[src/rtl/mem_stage_if.sv]
// EX/MEM/WB handshake, data-response and ID feedback signals of the MEM stage.
// The master side drives EX requests, SRAM responses, WB backpressure and flush; the slave is mem_stage.
interface mem_stage_if #(
    parameter int ES_TO_MS_BUS_WD = 147,
    parameter int MS_TO_WS_BUS_WD = 111
);
    logic                       flush;
    logic                       ms_allowin;
    logic                       es_to_ms_valid;
    logic [ES_TO_MS_BUS_WD-1:0] es_to_ms_bus;
    logic                       es_req_fire;
    logic                       ms_req_stall;
    logic                       data_sram_data_ok;
    logic [31:0]                data_sram_rdata;
    logic                       ws_allowin;
    logic                       ms_to_ws_valid;
    logic [MS_TO_WS_BUS_WD-1:0] ms_to_ws_bus;
    logic [4:0]                 ms_fwd_dest;
    logic [31:0]                ms_fwd_data;
    logic                       ms_load_block;
    logic                       ms_ex_o;

    modport master (
        output flush, es_to_ms_valid, es_to_ms_bus, es_req_fire,
               data_sram_data_ok, data_sram_rdata, ws_allowin,
        input  ms_allowin, ms_req_stall, ms_to_ws_valid, ms_to_ws_bus,
               ms_fwd_dest, ms_fwd_data, ms_load_block, ms_ex_o
    );

    modport slave (
        input  flush, es_to_ms_valid, es_to_ms_bus, es_req_fire,
               data_sram_data_ok, data_sram_rdata, ws_allowin,
        output ms_allowin, ms_req_stall, ms_to_ws_valid, ms_to_ws_bus,
               ms_fwd_dest, ms_fwd_data, ms_load_block, ms_ex_o
    );
endinterface

[src/rtl/mem_stage.sv]
// MIPS MEM stage: waits for data-SRAM responses, extracts load data, feeds WB and ID forwarding.
// One cycle from EX when no response is pending; holds (ms_allowin low) while data is missing or WB blocks.
module mem_stage #(
    parameter int ES_TO_MS_BUS_WD = 147,
    parameter int MS_TO_WS_BUS_WD = 111
) (
    input  logic       clk,
    input  logic       reset,
    mem_stage_if.slave ms_if
);

    typedef struct packed {
        logic [2:0]  load_op;
        logic        wait_resp;
        logic        ex;
        logic [4:0]  excode;
        logic [31:0] badvaddr;
        logic [4:0]  dest;
        logic [3:0]  gr_strb;
        logic [31:0] alu_result;
        logic [31:0] rt_value;
        logic [31:0] pc;
    } es_bus_t;

    typedef struct packed {
        logic [4:0]  excode;
        logic [31:0] badvaddr;
        logic        ex;
        logic [4:0]  dest;
        logic [3:0]  gr_strb;
        logic [31:0] final_result;
        logic [31:0] pc;
    } ms_bus_t;

    logic        ms_valid_q, ms_valid_d;
    es_bus_t     bus_q, bus_d;
    logic [1:0]  outstanding_q, outstanding_d;
    logic [1:0]  drop_cnt_q, drop_cnt_d;
    logic        rbuf_valid_q, rbuf_valid_d;
    logic [31:0] rbuf_q, rbuf_d;

    logic [ES_TO_MS_BUS_WD-1:0] es_raw;
    es_bus_t     es_in;
    ms_bus_t     ms_out;
    logic        resp_drop;
    logic        resp_keep;
    logic        own_resp;
    logic        ms_ready_go;
    logic        ms_allowin;
    logic        to_ws_valid;
    logic        moves_to_ws;
    logic        ex_o;
    logic [31:0] resp_data;
    logic [31:0] final_result;
    logic [7:0]  byte_sel;
    logic [15:0] half_sel;
    logic [1:0]  off;

    assign es_raw = ms_if.es_to_ms_bus;
    assign es_in  = es_raw;

    // A response is stale while drop_cnt is non-zero: it belongs to a flushed instruction.
    assign resp_drop   = ms_if.data_sram_data_ok & (drop_cnt_q != 2'd0);
    assign resp_keep   = ms_if.data_sram_data_ok & (drop_cnt_q == 2'd0);
    assign own_resp    = resp_keep & ms_valid_q & bus_q.wait_resp & !rbuf_valid_q;
    assign ms_ready_go = bus_q.ex | !bus_q.wait_resp | rbuf_valid_q | own_resp;
    assign ms_allowin  = !ms_valid_q | (ms_ready_go & ms_if.ws_allowin);
    assign to_ws_valid = ms_valid_q & ms_ready_go & !ms_if.flush;
    assign moves_to_ws = to_ws_valid & ms_if.ws_allowin;
    assign ex_o        = ms_valid_q & bus_q.ex;

    always_comb begin
        resp_data    = rbuf_valid_q ? rbuf_q : ms_if.data_sram_rdata;
        off          = bus_q.alu_result[1:0];
        byte_sel     = resp_data[{off, 3'b000} +: 8];
        half_sel     = off[1] ? resp_data[31:16] : resp_data[15:0];
        final_result = bus_q.alu_result;
        case (bus_q.load_op)
            3'd0: final_result = resp_data;
            3'd1: final_result = {{24{byte_sel[7]}}, byte_sel};
            3'd2: final_result = {24'd0, byte_sel};
            3'd3: final_result = {{16{half_sel[15]}}, half_sel};
            3'd4: final_result = {16'd0, half_sel};
            3'd5: begin
                case (off)
                    2'd0:    final_result = {resp_data[7:0],  bus_q.rt_value[23:0]};
                    2'd1:    final_result = {resp_data[15:0], bus_q.rt_value[15:0]};
                    2'd2:    final_result = {resp_data[23:0], bus_q.rt_value[7:0]};
                    default: final_result = resp_data;
                endcase
            end
            3'd6: begin
                case (off)
                    2'd0:    final_result = resp_data;
                    2'd1:    final_result = {bus_q.rt_value[31:24], resp_data[31:8]};
                    2'd2:    final_result = {bus_q.rt_value[31:16], resp_data[31:16]};
                    default: final_result = {bus_q.rt_value[31:8],  resp_data[31:24]};
                endcase
            end
            default: final_result = bus_q.alu_result;
        endcase
    end

    always_comb begin
        ms_valid_d    = ms_valid_q;
        bus_d         = bus_q;
        rbuf_valid_d  = rbuf_valid_q;
        rbuf_d        = rbuf_q;
        outstanding_d = outstanding_q + {1'b0, ms_if.es_req_fire} - {1'b0, resp_keep};
        drop_cnt_d    = drop_cnt_q - {1'b0, resp_drop};
        if (ms_if.flush) begin
            ms_valid_d    = 1'b0;
            rbuf_valid_d  = 1'b0;
            outstanding_d = 2'd0;
            // Everything still in flight, including this cycle's request, must be discarded.
            drop_cnt_d    = drop_cnt_q + outstanding_q + {1'b0, ms_if.es_req_fire}
                          - {1'b0, ms_if.data_sram_data_ok};
        end else begin
            if (ms_allowin) begin
                ms_valid_d = ms_if.es_to_ms_valid;
            end
            if (ms_if.es_to_ms_valid & ms_allowin) begin
                bus_d = es_in;
            end
            if (own_resp & !ms_if.ws_allowin) begin
                rbuf_valid_d = 1'b1;
                rbuf_d       = ms_if.data_sram_rdata;
            end else if (moves_to_ws) begin
                rbuf_valid_d = 1'b0;
            end
        end
    end

    always_ff @(posedge clk) begin
        if (reset) begin
            ms_valid_q    <= 1'b0;
            outstanding_q <= 2'd0;
            drop_cnt_q    <= 2'd0;
            rbuf_valid_q  <= 1'b0;
        end else begin
            ms_valid_q    <= ms_valid_d;
            outstanding_q <= outstanding_d;
            drop_cnt_q    <= drop_cnt_d;
            rbuf_valid_q  <= rbuf_valid_d;
        end
    end

    always_ff @(posedge clk) begin
        bus_q  <= bus_d;
        rbuf_q <= rbuf_d;
    end

    always_comb begin
        ms_out.excode       = bus_q.excode;
        ms_out.badvaddr     = bus_q.badvaddr;
        ms_out.ex           = bus_q.ex;
        ms_out.dest         = bus_q.dest;
        ms_out.gr_strb      = bus_q.gr_strb;
        ms_out.final_result = final_result;
        ms_out.pc           = bus_q.pc;
    end

    assign ms_if.ms_allowin     = ms_allowin;
    assign ms_if.ms_to_ws_valid = to_ws_valid;
    assign ms_if.ms_to_ws_bus   = MS_TO_WS_BUS_WD'(ms_out);
    assign ms_if.ms_ex_o        = ex_o;
    assign ms_if.ms_req_stall   = (outstanding_q == 2'd2) | ex_o | ms_if.flush;
    assign ms_if.ms_fwd_dest    = (ms_valid_q & (|bus_q.gr_strb) & !bus_q.ex) ? bus_q.dest : 5'd0;
    assign ms_if.ms_fwd_data    = final_result;
    assign ms_if.ms_load_block  = ms_valid_q & (bus_q.load_op != 3'd7) & !bus_q.ex & !ms_ready_go;

endmodule
[src/flat_wrapper.sv]
// flat-port wrapper written by rule: the top's interface ports become plain ports
module mem_stage_flat 
#(
    parameter int ES_TO_MS_BUS_WD = 147,
    parameter int MS_TO_WS_BUS_WD = 111
)
  (clk, reset, ms_if_flush, ms_if_es_to_ms_valid, ms_if_es_to_ms_bus, ms_if_es_req_fire, ms_if_data_sram_data_ok, ms_if_data_sram_rdata, ms_if_ws_allowin, ms_if_ms_allowin, ms_if_ms_req_stall, ms_if_ms_to_ws_valid, ms_if_ms_to_ws_bus, ms_if_ms_fwd_dest, ms_if_ms_fwd_data, ms_if_ms_load_block, ms_if_ms_ex_o);
  mem_stage_if #(.ES_TO_MS_BUS_WD(ES_TO_MS_BUS_WD), .MS_TO_WS_BUS_WD(MS_TO_WS_BUS_WD)) ms_if_i ();
  input  logic clk;
  input  logic reset;
  input wire logic [$bits(ms_if_i.flush)-1:0] ms_if_flush;
  input wire logic [$bits(ms_if_i.es_to_ms_valid)-1:0] ms_if_es_to_ms_valid;
  input wire logic [$bits(ms_if_i.es_to_ms_bus)-1:0] ms_if_es_to_ms_bus;
  input wire logic [$bits(ms_if_i.es_req_fire)-1:0] ms_if_es_req_fire;
  input wire logic [$bits(ms_if_i.data_sram_data_ok)-1:0] ms_if_data_sram_data_ok;
  input wire logic [$bits(ms_if_i.data_sram_rdata)-1:0] ms_if_data_sram_rdata;
  input wire logic [$bits(ms_if_i.ws_allowin)-1:0] ms_if_ws_allowin;
  output wire logic [$bits(ms_if_i.ms_allowin)-1:0] ms_if_ms_allowin;
  output wire logic [$bits(ms_if_i.ms_req_stall)-1:0] ms_if_ms_req_stall;
  output wire logic [$bits(ms_if_i.ms_to_ws_valid)-1:0] ms_if_ms_to_ws_valid;
  output wire logic [$bits(ms_if_i.ms_to_ws_bus)-1:0] ms_if_ms_to_ws_bus;
  output wire logic [$bits(ms_if_i.ms_fwd_dest)-1:0] ms_if_ms_fwd_dest;
  output wire logic [$bits(ms_if_i.ms_fwd_data)-1:0] ms_if_ms_fwd_data;
  output wire logic [$bits(ms_if_i.ms_load_block)-1:0] ms_if_ms_load_block;
  output wire logic [$bits(ms_if_i.ms_ex_o)-1:0] ms_if_ms_ex_o;
  assign ms_if_i.flush = ms_if_flush;
  assign ms_if_i.es_to_ms_valid = ms_if_es_to_ms_valid;
  assign ms_if_i.es_to_ms_bus = ms_if_es_to_ms_bus;
  assign ms_if_i.es_req_fire = ms_if_es_req_fire;
  assign ms_if_i.data_sram_data_ok = ms_if_data_sram_data_ok;
  assign ms_if_i.data_sram_rdata = ms_if_data_sram_rdata;
  assign ms_if_i.ws_allowin = ms_if_ws_allowin;
  assign ms_if_ms_allowin = ms_if_i.ms_allowin;
  assign ms_if_ms_req_stall = ms_if_i.ms_req_stall;
  assign ms_if_ms_to_ws_valid = ms_if_i.ms_to_ws_valid;
  assign ms_if_ms_to_ws_bus = ms_if_i.ms_to_ws_bus;
  assign ms_if_ms_fwd_dest = ms_if_i.ms_fwd_dest;
  assign ms_if_ms_fwd_data = ms_if_i.ms_fwd_data;
  assign ms_if_ms_load_block = ms_if_i.ms_load_block;
  assign ms_if_ms_ex_o = ms_if_i.ms_ex_o;
  mem_stage #(.ES_TO_MS_BUS_WD(ES_TO_MS_BUS_WD), .MS_TO_WS_BUS_WD(MS_TO_WS_BUS_WD)) u_core (.clk(clk), .reset(reset), .ms_if(ms_if_i));
endmodule
[config.mk]
export PLATFORM = sky130hd
export DESIGN_NAME = mem_stage_flat
export DESIGN_NICKNAME = d
export VERILOG_FILES = /design/src/rtl/mem_stage_if.sv /design/src/rtl/mem_stage.sv /design/src/flat_wrapper.sv
export SDC_FILE = /design/constraint.sdc
export NUM_CORES = 1
export LEC_CHECK = 0
export CORE_MARGIN = 8
export CORE_UTILIZATION = 49
export DETAILED_ROUTE_END_ITERATION = 7
export HOLD_SLACK_MARGIN = 0.03
export PLACE_DENSITY = 0.86
export SYNTH_ARGS = -nofsm -noshare
export SYNTH_HDL_FRONTEND = slang
export SYNTH_SLANG_ARGS = --single-unit
[constraint.sdc]
create_clock -name clk -period 24.4 [get_ports clk]
set_input_delay 4.88 -clock clk [delete_from_list [all_inputs] [get_ports clk]]
set_output_delay 4.88 -clock clk [all_outputs]
set_load 0.03 [all_outputs]
## Yosys cells after proc, flatten, opt, wreduce, memory -nomap -nowiden

Index checks and enable logic that the tools add are counted.

- Eq/ne operators: 10
- $add $sub $neg: 6
- Shifts and indexed selects: 1
- Reduce and logical (&&, ||, !) cells: 16
- Multiplexer cells: 9
- Bitwise logic cells: 24

Operators by type and width:

| kind | number |
|---|---|
| 32-bit one-hot mux with 7 select lines | 1 |
| 32-bit one-hot mux with 3 select lines | 2 |
| 32-bit two-way mux | 1 |
| 32-bit by 6-bit variable part select with 8-bit output | 1 |
| 1-bit AND | 17 |
| 16-bit two-way mux | 1 |
| 3-bit equality test, second input constant | 3 |
| 1-bit logical NOT | 7 |
| 3-bit by 2-bit equality test with 1-bit output, second input constant | 2 |
| 1-bit bitwise OR | 6 |
| 2-bit by 1-bit subtractor with 2-bit output | 3 |
| 5-bit two-way mux | 1 |
| 2-bit by 1-bit adder with 2-bit output | 2 |
| 2-bit equality test, second input constant | 2 |
| 2-bit logical NOT | 2 |
| 2-bit AND reduction | 2 |
| 2-bit nonzero test | 2 |
| 4-bit OR reduction | 1 |
| 3-bit by 1-bit equality test with 1-bit output, second input constant | 1 |
| 3-bit logical NOT | 1 |
| 3-bit != test, second input constant | 1 |
| 2-bit adder | 1 |
| 2-bit by 1-bit equality test with 1-bit output, second input constant | 1 |
| 1-bit two-way mux | 2 |
| 3 further kinds | 3 |

- Bits of input ports: 186
- Register bits after elaboration: 185
- Output and inout bits: 153

## Depth between registers and ports, before layout

Gate-level depths: netlist (run 1).

- Depth after elaboration: 11
- Mapped depth: 9

## Worst setup path before layout (run 1)

No wires, ideal clock.

- Path kind: input -> register
- From: input ms_if_data_sram_data_ok
- To: register u_core.bus_q[143] (netlist name) (enable)
- Path slack: 6.835 ns
- Cell stages on the path: 4
- Arrival time: 16.695 ns
- Library setup time: 0.869 ns
- Required time: 23.531 ns
- Path through: nor3b_1 nor3_1 o21ai_1 nor3b_1

- Longest elaborated chain between the ends: 9

Ends and longest elaborated chain:

| what | RTL line | text |
|---|---|---|
| start, declared | flat_wrapper.sv:15 | `input wire logic [$bits(ms_if_i.data_sram_data_ok)-1:0] ms_if_data_sram_data_ok;` |
| 1-bit AND | mem_stage.sv:64 | `assign resp_keep = ms_if.data_sram_data_ok & (drop_cnt_q == 2'd0);` |
| 1-bit AND (3 in a row) | mem_stage.sv:65 | `assign own_resp = resp_keep & ms_valid_q & bus_q.wait_resp & !rbuf_valid_q;` |
| 1-bit bitwise OR | mem_stage.sv:66 | `assign ms_ready_go = bus_q.ex \| !bus_q.wait_resp \| rbuf_valid_q \| own_resp;` |
| 1-bit AND | mem_stage.sv:67 | `assign ms_allowin = !ms_valid_q \| (ms_ready_go & ms_if.ws_allowin);` |
| 1-bit bitwise OR | mem_stage.sv:67 |  |
| via ms_if_ms_allowin | flat_wrapper.sv:18 | `output wire logic [$bits(ms_if_i.ms_allowin)-1:0] ms_if_ms_allowin;` |
| 1-bit AND | mem_stage.sv:122 | `if (ms_if.es_to_ms_valid & ms_allowin) begin` |
| 2-bit AND reduction (no line) | n/a |  |
| end signal, assigned | mem_stage.sv:149 | `bus_q <= bus_d;` |
| end, declared | mem_stage.sv:36 | `es_bus_t bus_q, bus_d;` |

The timed path passes the listed nets, and every way through them passes these cells.
A chain may end at the register's enable or synchronous reset.

## Worst setup path in the final report (run 1)

- From: input ms_if_data_sram_rdata[31]
- To: output ms_if_ms_to_ws_bus[45]

- Longest elaborated chain between the ends: 3

Ends and longest elaborated chain:

| what | RTL line | text |
|---|---|---|
| start, declared | flat_wrapper.sv:16 | `input wire logic [$bits(ms_if_i.data_sram_rdata)-1:0] ms_if_data_sram_rdata;` |
| 32-bit two-way mux | mem_stage.sv:73 | `resp_data = rbuf_valid_q ? rbuf_q : ms_if.data_sram_rdata;` |
| 32-bit by 6-bit variable part select with 8-bit output | mem_stage.sv:75 | `byte_sel = resp_data[{off, 3'b000} +: 8];` |
| 32-bit one-hot mux with 7 select lines | mem_stage.sv:78 | `case (bus_q.load_op)` |
| end, declared | flat_wrapper.sv:21 | `output wire logic [$bits(ms_if_i.ms_to_ws_bus)-1:0] ms_if_ms_to_ws_bus;` |

No other way between the ends.

==> metrics.md, run 1 <==
| Metric | Value |
|---|---|
| Vias per cell | approximately 5.8 |
| CP max stage cell | clkdlybuf4s50_1 |
| DP Wirelength | 23.39 mm |
| Arr. time, crit path | 7.67 ns |
| Tot GR Track Use | 24.46% |
| Fin Setup TNS | 0 ns |
| Total clock sinks | 185 |
| GR Overflow Total | 0 |
| CTS tree | done |
| Hold buffer count at CTS | 0 |
| Worst slew pin tran | 0.9765 ns |
| Post-synthesis compound-gate area fraction | 10.74% |
| I/O Buffers | approximately 340 |
| CTS Buf Count | 17 |
| Post CTS Setup Buffer Count | 0 |
| Final Hold Fails | 0 |
| Routed Antenna Nets | 0 |
| Clk_lat worst skew | 0.43 ns |
| Pin count of the biggest net entering global routing | 64 |
| Fill count | 1402 |
| Layout cells sized above 1 | 9.949% |
| Remaining DRCs | 0 |
| Adder-cell area share of the yosys netlist | 0.7308% |
| Avg Cell Area, Syn | roughly 13 um2 |
| Iter 0 DRT Violations | 775 |
| First-pass detailed-route iteration total | 7 |
| Pwr/cell area | 63.26 nW/um2 |
| Initial antenna violation count | 5 |
| Final net count | 1153 |
| Crit Path Class | in -> out |
| Starting Density | 49.59% |
| Netlist cell types | between 60 and 70 |
| Main synth FF type | edfxtp_1 |
| CP Max Fanout | 8 |
| Class of the worst hold path | reg -> reg |
| Slew Viols, Final | 0 |
| Multi-input logic area | 3009 um2 |
| Maximum vdd drop | 0.05796 mV |
| Pre-CTS WS | approximately 12 ns |
| Critical path capture point type | output pin |
| Largest family of logic cells by synthesized area | multiplexers |
| Worst-path clk slew | ~0.08 ns |
| Mux cell area share after synthesis | 11.80% |
| Max-Cap Viols | 0 |
| Placed instance count | 1208 |
| Startpoint types | primary input |
| Drt wl/cell | 24.46 um |
| Minimum clock period | 12.55 ns |
| LEAKAGE | ~4.4 nW |
| Die Height | 155.9 um |
| Synthesized flop and latch total | 185 |
| Worst stage delay on the critical path | roughly 0.74 ns |
| Worst Skew | 0.01296 ns |
| Number of global-route vias before repair | 7253 |
| Fin worst setup slack | 11.85 ns |
| Tcrit/Tclk final | 51.45% |
| Layout area overhead | 34.84% |
| Mapped Nets | 939 |
| First-pass GRT wire length | 43.90 mm |
| Final setup fails | 0 |
| Bufs on Longest Clock Path | 2 |
| Post-Layout Cell Count | 1240 |
| Vias | 7142 |
| Final WL | around 30 mm |
| FF+latch area | ~5500 um2 |
| Status | finished, final reports clean |
| GPL Wtd Cong | a little over 0.9 |
| Xor and xnor fraction of the mapped netlist area | 0.4567% |
| Simple-gate portion of the synthesized area | 7.556% |
| Warnings, synthesis | 0 |
| Peak Freq | 79.66 MHz |
| RSZ-0062 raised after global routing | false |
| CP cell instances | clkdlybuf4s50_1 > mux2i_1 > mux4_2 > o21ai_0 > nand2_1 > a31oi_1 > clkdlybuf4s50_1 |
| Cell count after synthesis | 748 |
| Die W | 155.9 um |
| Post-cts repair resize count | 0 |
| Core Region | 19330 um2 |
| Cell mode on critical path | clkdlybuf4s50_1 |
| Sequential-to-total area share from yosys stat | between 50% and 60% |
| I/O Pins | 339 |
| Diodes inserted | 0 |
| H-tree depth | 4 |
| CTS Root Cell | clkbuf_16 |
| Mapped Area | 9588 um2 |
| Post-synth ARST share | 0% |
| FP Rows | ~50 |
| Die area | 24300 um2 |
| WP data required | 19.52 ns |
| Worst hold margin | around 0.56 ns |
| Slew headroom | 34.90% |
| EDFF count, synth | 179 |
[cell families after synthesis]
group,after synthesis
muxes,80
and+or+nand+nor,159
buffers and inverters,163
AOI/OAI and AO/OA,151
DFF,185
xor gates and xnor gates,5
adders and majority gates,5
[registers in the layout (all words and copies together) (netlist names)]
signal	flops
u_core.ms_if.ms_to_ws_bus	79
u_core.bus_q	68
u_core.rbuf_q	32
u_core.drop_cnt_q	2
u_core.outstanding_q	2
u_core.ms_valid_q	1
u_core.rbuf_valid_q	1
[cells in the final DEF (no fill, tap or decap), drive strengths merged, types with 9 or more instances in the layout]
| cell type | netlist | layout |
|---|---|---|
| a21oi | 43 | 43 |
| a221oi | 11 | 11 |
| a31oi | 16 | 16 |
| and2 | 9 | 9 |
| clkbuf | 15 | 18 |
| clkdlybuf4s50 | 0 | 338 |
| edfxtp | 179 | 179 |
| inv | 13 | 20 |
| mux2 | 21 | 21 |
| mux2i | 35 | 35 |
| mux4 | 24 | 24 |
| nand2 | 49 | 49 |
| nand2b | 9 | 9 |
| nand3 | 10 | 10 |
| nor2 | 58 | 58 |
| o21ai | 18 | 18 |
[cell type report]
cell class	count	share of cell area (%)
Multi-Input combinational cell	400	23.28
Timing Repair Buffer	345	26.58
Clock inverter	14	1.355
Tap cell	265	2.565
Inverter	13	0.3774
Clock buffer	18	3.319
Sequential cell	185	42.53
[Yosys cell counts, types with 3 or more instances]
master / number / area (um2)
o22a_1: 4 / 35.03
nor2b_1: 4 / 25.02
a31oi_1: 16 / 100.1
ha_1: 4 / 50.05
dfxtp_1: 6 / 120.1
xnor2_1: 3 / 26.28
nor3b_1: 5 / 37.54
mux2_2: 20 / 225.2
nand2_1: 49 / 183.9
o221ai_1: 3 / 26.28
mux4_2: 24 / 540.5
a22oi_1: 7 / 52.55
buf_1: 4 / 15.01
o31a_1: 5 / 43.79
o211ai_1: 6 / 45.04
o21ai_0: 16 / 80.08
a221oi_1: 10 / 87.58
and2_1: 9 / 56.30
o32a_1: 5 / 50.05
mux2i_1: 35 / 350.3
o221a_2: 3 / 33.78
clkbuf_1: 15 / 56.30
nand2b_1: 9 / 56.30
edfxtp_1: 179 / 5375
a21oi_1: 43 / 215.2
buf_4: 116 / 870.8
inv_1: 11 / 41.29
a211oi_1: 3 / 22.52
buf_2: 12 / 60.06
nor2_1: 58 / 217.7
o22ai_1: 7 / 43.79
or2_2: 3 / 18.77
a21o_1: 3 / 22.52
nand3_1: 10 / 50.05
[routing by layer]
| metal | vias up | global-route usage [%] | share of wire, % |
|---|---|---|---|
| met4 | 10 | 6.562 | 2.1 |
| met5 | - | 0 | 0.22 |
| met3 | 54 | 10.55 | 13 |
| met2 | 478 | 45.04 | 53 |
| met1 | 3457 | 24.68 | 32 |
| li1 | 3143 | - | - |
[final timing paths]
kind / from / to / slack [ns] / cells after the start
worst max register to register: u_core.rbuf_valid_q / u_core.bus_q[92] / 20.74 / 6
worst max-delay path: ms_if_data_sram_rdata[31] / ms_if_ms_to_ws_bus[45] / 11.85 / 7
worst min register to register: u_core.drop_cnt_q[1] / u_core.drop_cnt_q[1] / 0.56 / 2
worst min-delay path: u_core.drop_cnt_q[1] / u_core.drop_cnt_q[1] / 0.56 / 2
[stage by stage]
| step | util, % | cell area [um2] | total power, mW |
|---|---|---|---|
| after floorplan | - | 9588 | 0.4815 |
| after global routing | 66.87 | 12930 | 0.8440 |
| after CTS | 66.87 | 12930 | 0.8236 |
| after detailed placement | 63.74 | 12320 | 0.5461 |
| final | 66.87 | 12930 | 0.8179 |
| after global placement | 63.74 | 12320 | 0.5419 |
[where the power goes]
part           internal (mW)  total [mW]  switching, mW
clock network          0.140       0.278          0.139
registers              0.363       0.371        0.00722
logic                 0.0795       0.169         0.0895
[critical path: cells and delay by family]
family                 cells  cell delay [ns]
AND/OR/NAND/NOR            1             0.28
multiplexers               2             0.69
buffers and inverters      2             1.30
AO/OA/AOI/OAI              2             0.52
Note: power is estimated with default switching activity, not from simulation.
==> inputs of run 2 (changes only) <==
--- a/config.mk
+++ b/config.mk
@@ -6,10 +6,10 @@
 export NUM_CORES = 1
 export LEC_CHECK = 0
 export CORE_MARGIN = 8
-export CORE_UTILIZATION = 49
+export CORE_UTILIZATION = 46
 export DETAILED_ROUTE_END_ITERATION = 7
 export HOLD_SLACK_MARGIN = 0.03
-export PLACE_DENSITY = 0.86
+export PLACE_DENSITY = 0.82
 export SYNTH_ARGS = -nofsm -noshare
 export SYNTH_HDL_FRONTEND = slang
 export SYNTH_SLANG_ARGS = --single-unit
==> constraint.sdc (replaced) <==
create_clock -name clk -period 11.6 [get_ports clk]
set_input_delay 2.32 -clock clk [delete_from_list [all_inputs] [get_ports clk]]
set_output_delay 2.32 -clock clk [all_outputs]
set_load 0.03 [all_outputs]
==> run 2 against run 1 <==
Effect of this change:
- utilization is 4.5 points lower
- clock power is 110% higher
- non-clock buffer count is 1 lower
- global-route usage is 0.98 points lower
==> metrics.md, run 2 (synthesis gave the netlist of run 1 again) <==
| Metric | Value |
|---|---|
| Vias | 7116 |
| Reg2reg path depth | 6 |
| Hold_sp | u_core.drop_cnt_q[1] |
| GR Overflow Total | 0 |
| Core Region | 20760 um2 |
| Status | finished, final reports clean |
| Layout cells sized above 1 | 9.856% |
| Crit. Startpoint | ms_if_data_sram_rdata[15] |
| Layout area overhead | 35.01% |
| Starting Density | between 40 and 50% |
| Fin Setup TNS | 0 ns |
| LEAKAGE | 4.421 nW |
| First-pass detailed-route iteration total | 5 |
| Critical path capture point type | output pin |
| Die Height | 160.4 um |
| Post CTS Setup Buffer Count | 0 |
| CTS Buf Count | 17 |
| Grt met3 use | 9.777% |
| H-tree depth | 4 |
| Die W | 160.4 um |
| Worst slew pin tran | 1.011 ns |
| Drt wl/cell | 24.46 um |
| Worst Hold Path EP | u_core.drop_cnt_q[1] |
| Maximum vdd drop | 0.09871 mV |
| Total clock sinks | 185 |
| Die area | 25720 um2 |
| FP Rows | 53 |
| Met2 Use GR | 41.06% |
| Clk_lat worst skew | ~0.43 ns |
| Met1 usage | 24.91% |
| Vias per cell | 5.693 |
| Initial antenna violation count | 4 |
| CTS tree | done |
| Slew Viols, Final | 0 |
| Max reg flops | 79 |
| Fill count | roughly 1.6k |
| Max-Cap Viols | 0 |
| WP data required | 9.28 ns |
| Post-route standard cell area excluding fillers | ~13000 um2 |
| Peak Freq | between 100 and 150 MHz |
| RSZ-0062 raised after global routing | false |
| Worst-path clk slew | 0.07 ns |
| Number of global-route vias before repair | 7481 |
| Final setup fails | 0 |
| Post-cts repair resize count | 0 |
| Area post-placement | 12340 um2 |
| Class of the worst hold path | reg -> reg |
| Crit Path Class | in -> out |
| Most used routing layer | met2 |
| CP Max Fanout | 8 |
| Minimum clock period | 7.359 ns |
| Final net count | 1152 |
| CTS Root Cell | clkbuf_16 |
| Worst Skew | 0.01229 ns |
| I/O Buffers | 338 |
| Startpoint types | primary input |
| I/O Pins | roughly 340 |
| DP Wirelength | 23.52 mm |
| Pwr/cell area | between 100 and 150 nW/um2 |
| Tcrit/Tclk final | a little under two thirds |
| Final Hold Fails | 0 |
| Final WL | 30.57 mm |
| Hold path depth | 2 |
| Most frequent cells in the layout | clkdlybuf4s50_1, edfxtp_1, nor2_1 |
| Slew headroom | 32.59% |
| Iter 0 DRT Violations | 599 |
| Tot GR Track Use | 23.48% |
| Bufs on Longest Clock Path | 2 |
| Worst R2R Setup Slack | 7.47 ns |
| RR Startpoint | u_core.rbuf_valid_q |
| RR Endpoint | u_core.bus_q[65] |
| First-pass GRT wire length | about 46 mm |
| Remaining DRCs | 0 |
| Hold buffer count at CTS | 0 |
| GPL Wtd Cong | 0.8948 |
| Arr. time, crit path | 5.04 ns |
| Commonest non-fill, non-tap cell in the layout | clkdlybuf4s50_1 |
| Routed Antenna Nets | 0 |
| Pin count of the biggest net entering global routing | 72 |
-- run 2: cell types whose count changed in the layout (fill, tap and decap cells not counted), sizes merged --
cell / change
inv: -1
clkinv: +1
buf: -1
diode: +1
-- run 2: routing by layer --
metal | up-vias | wire length (um)
li1 | 3138 | -
met1 | 3470 | 10210
met2 | 440 | 15760
met3 | 60 | 3692
met4 | 8 | 864
met5 | - | 42
-- run 2: final cells by class --
cell class | instances | area (um2) | area share [%]
sequential | 185 | 5499 | 42.48
timing repair buffer | 344 | 3428 | 26.48
multi-input combinational | 400 | 3015 | 23.29
clock buffer | 18 | 429.2 | 3.315
tap | 275 | 344.1 | 2.658
clock inverter | 14 | 177.7 | 1.373
inverter | 13 | 48.80 | 0.3770
antenna | 1 | 2.502 | 0.01933
-- run 2: worst max path at each step --
stage,to
after floorplan,u_core.bus_q[143]
after global placement,ms_if_ms_fwd_data[10]
after detailed placement,ms_if_ms_fwd_data[13]
after CTS,ms_if_ms_fwd_data[11]
after global routing,ms_if_ms_fwd_data[11]
final,ms_if_ms_fwd_data[11]
-- run 2: power by group --
group / leakage, nW / switching [mW] / total, mW / internal [mW]
clock network: 0.292 / 0.293 / 0.586 / 0.293
logic: 2.42 / 0.186 / 0.354 / 0.167
registers: 1.71 / 0.0165 / 0.781 / 0.764
-- run 2: metrics by stage --
stage                     setup WS (ns)  power, mW  instances  utilization (%)  hold slack, ns
after floorplan                   1.953      1.009        748                -          0.5021
after global placement            4.358      1.142       1217            59.43          0.5227
after detailed placement          4.269      1.149       1217            59.43          0.5393
after CTS                         4.272      1.730       1249            62.35          0.5568
after global routing              4.172      1.774       1249            62.35          0.6087
final                             4.241      1.721       1250            62.37          0.5617
-- run 2: worst max-delay path: stages --
cell	delay, ns
clkdlybuf4s50_1	0.58
mux2i_1	0.10
mux4_2	0.53
o21ai_0	0.18
nand2_1	0.27
a31oi_1	0.32
clkdlybuf4s50_1	0.74
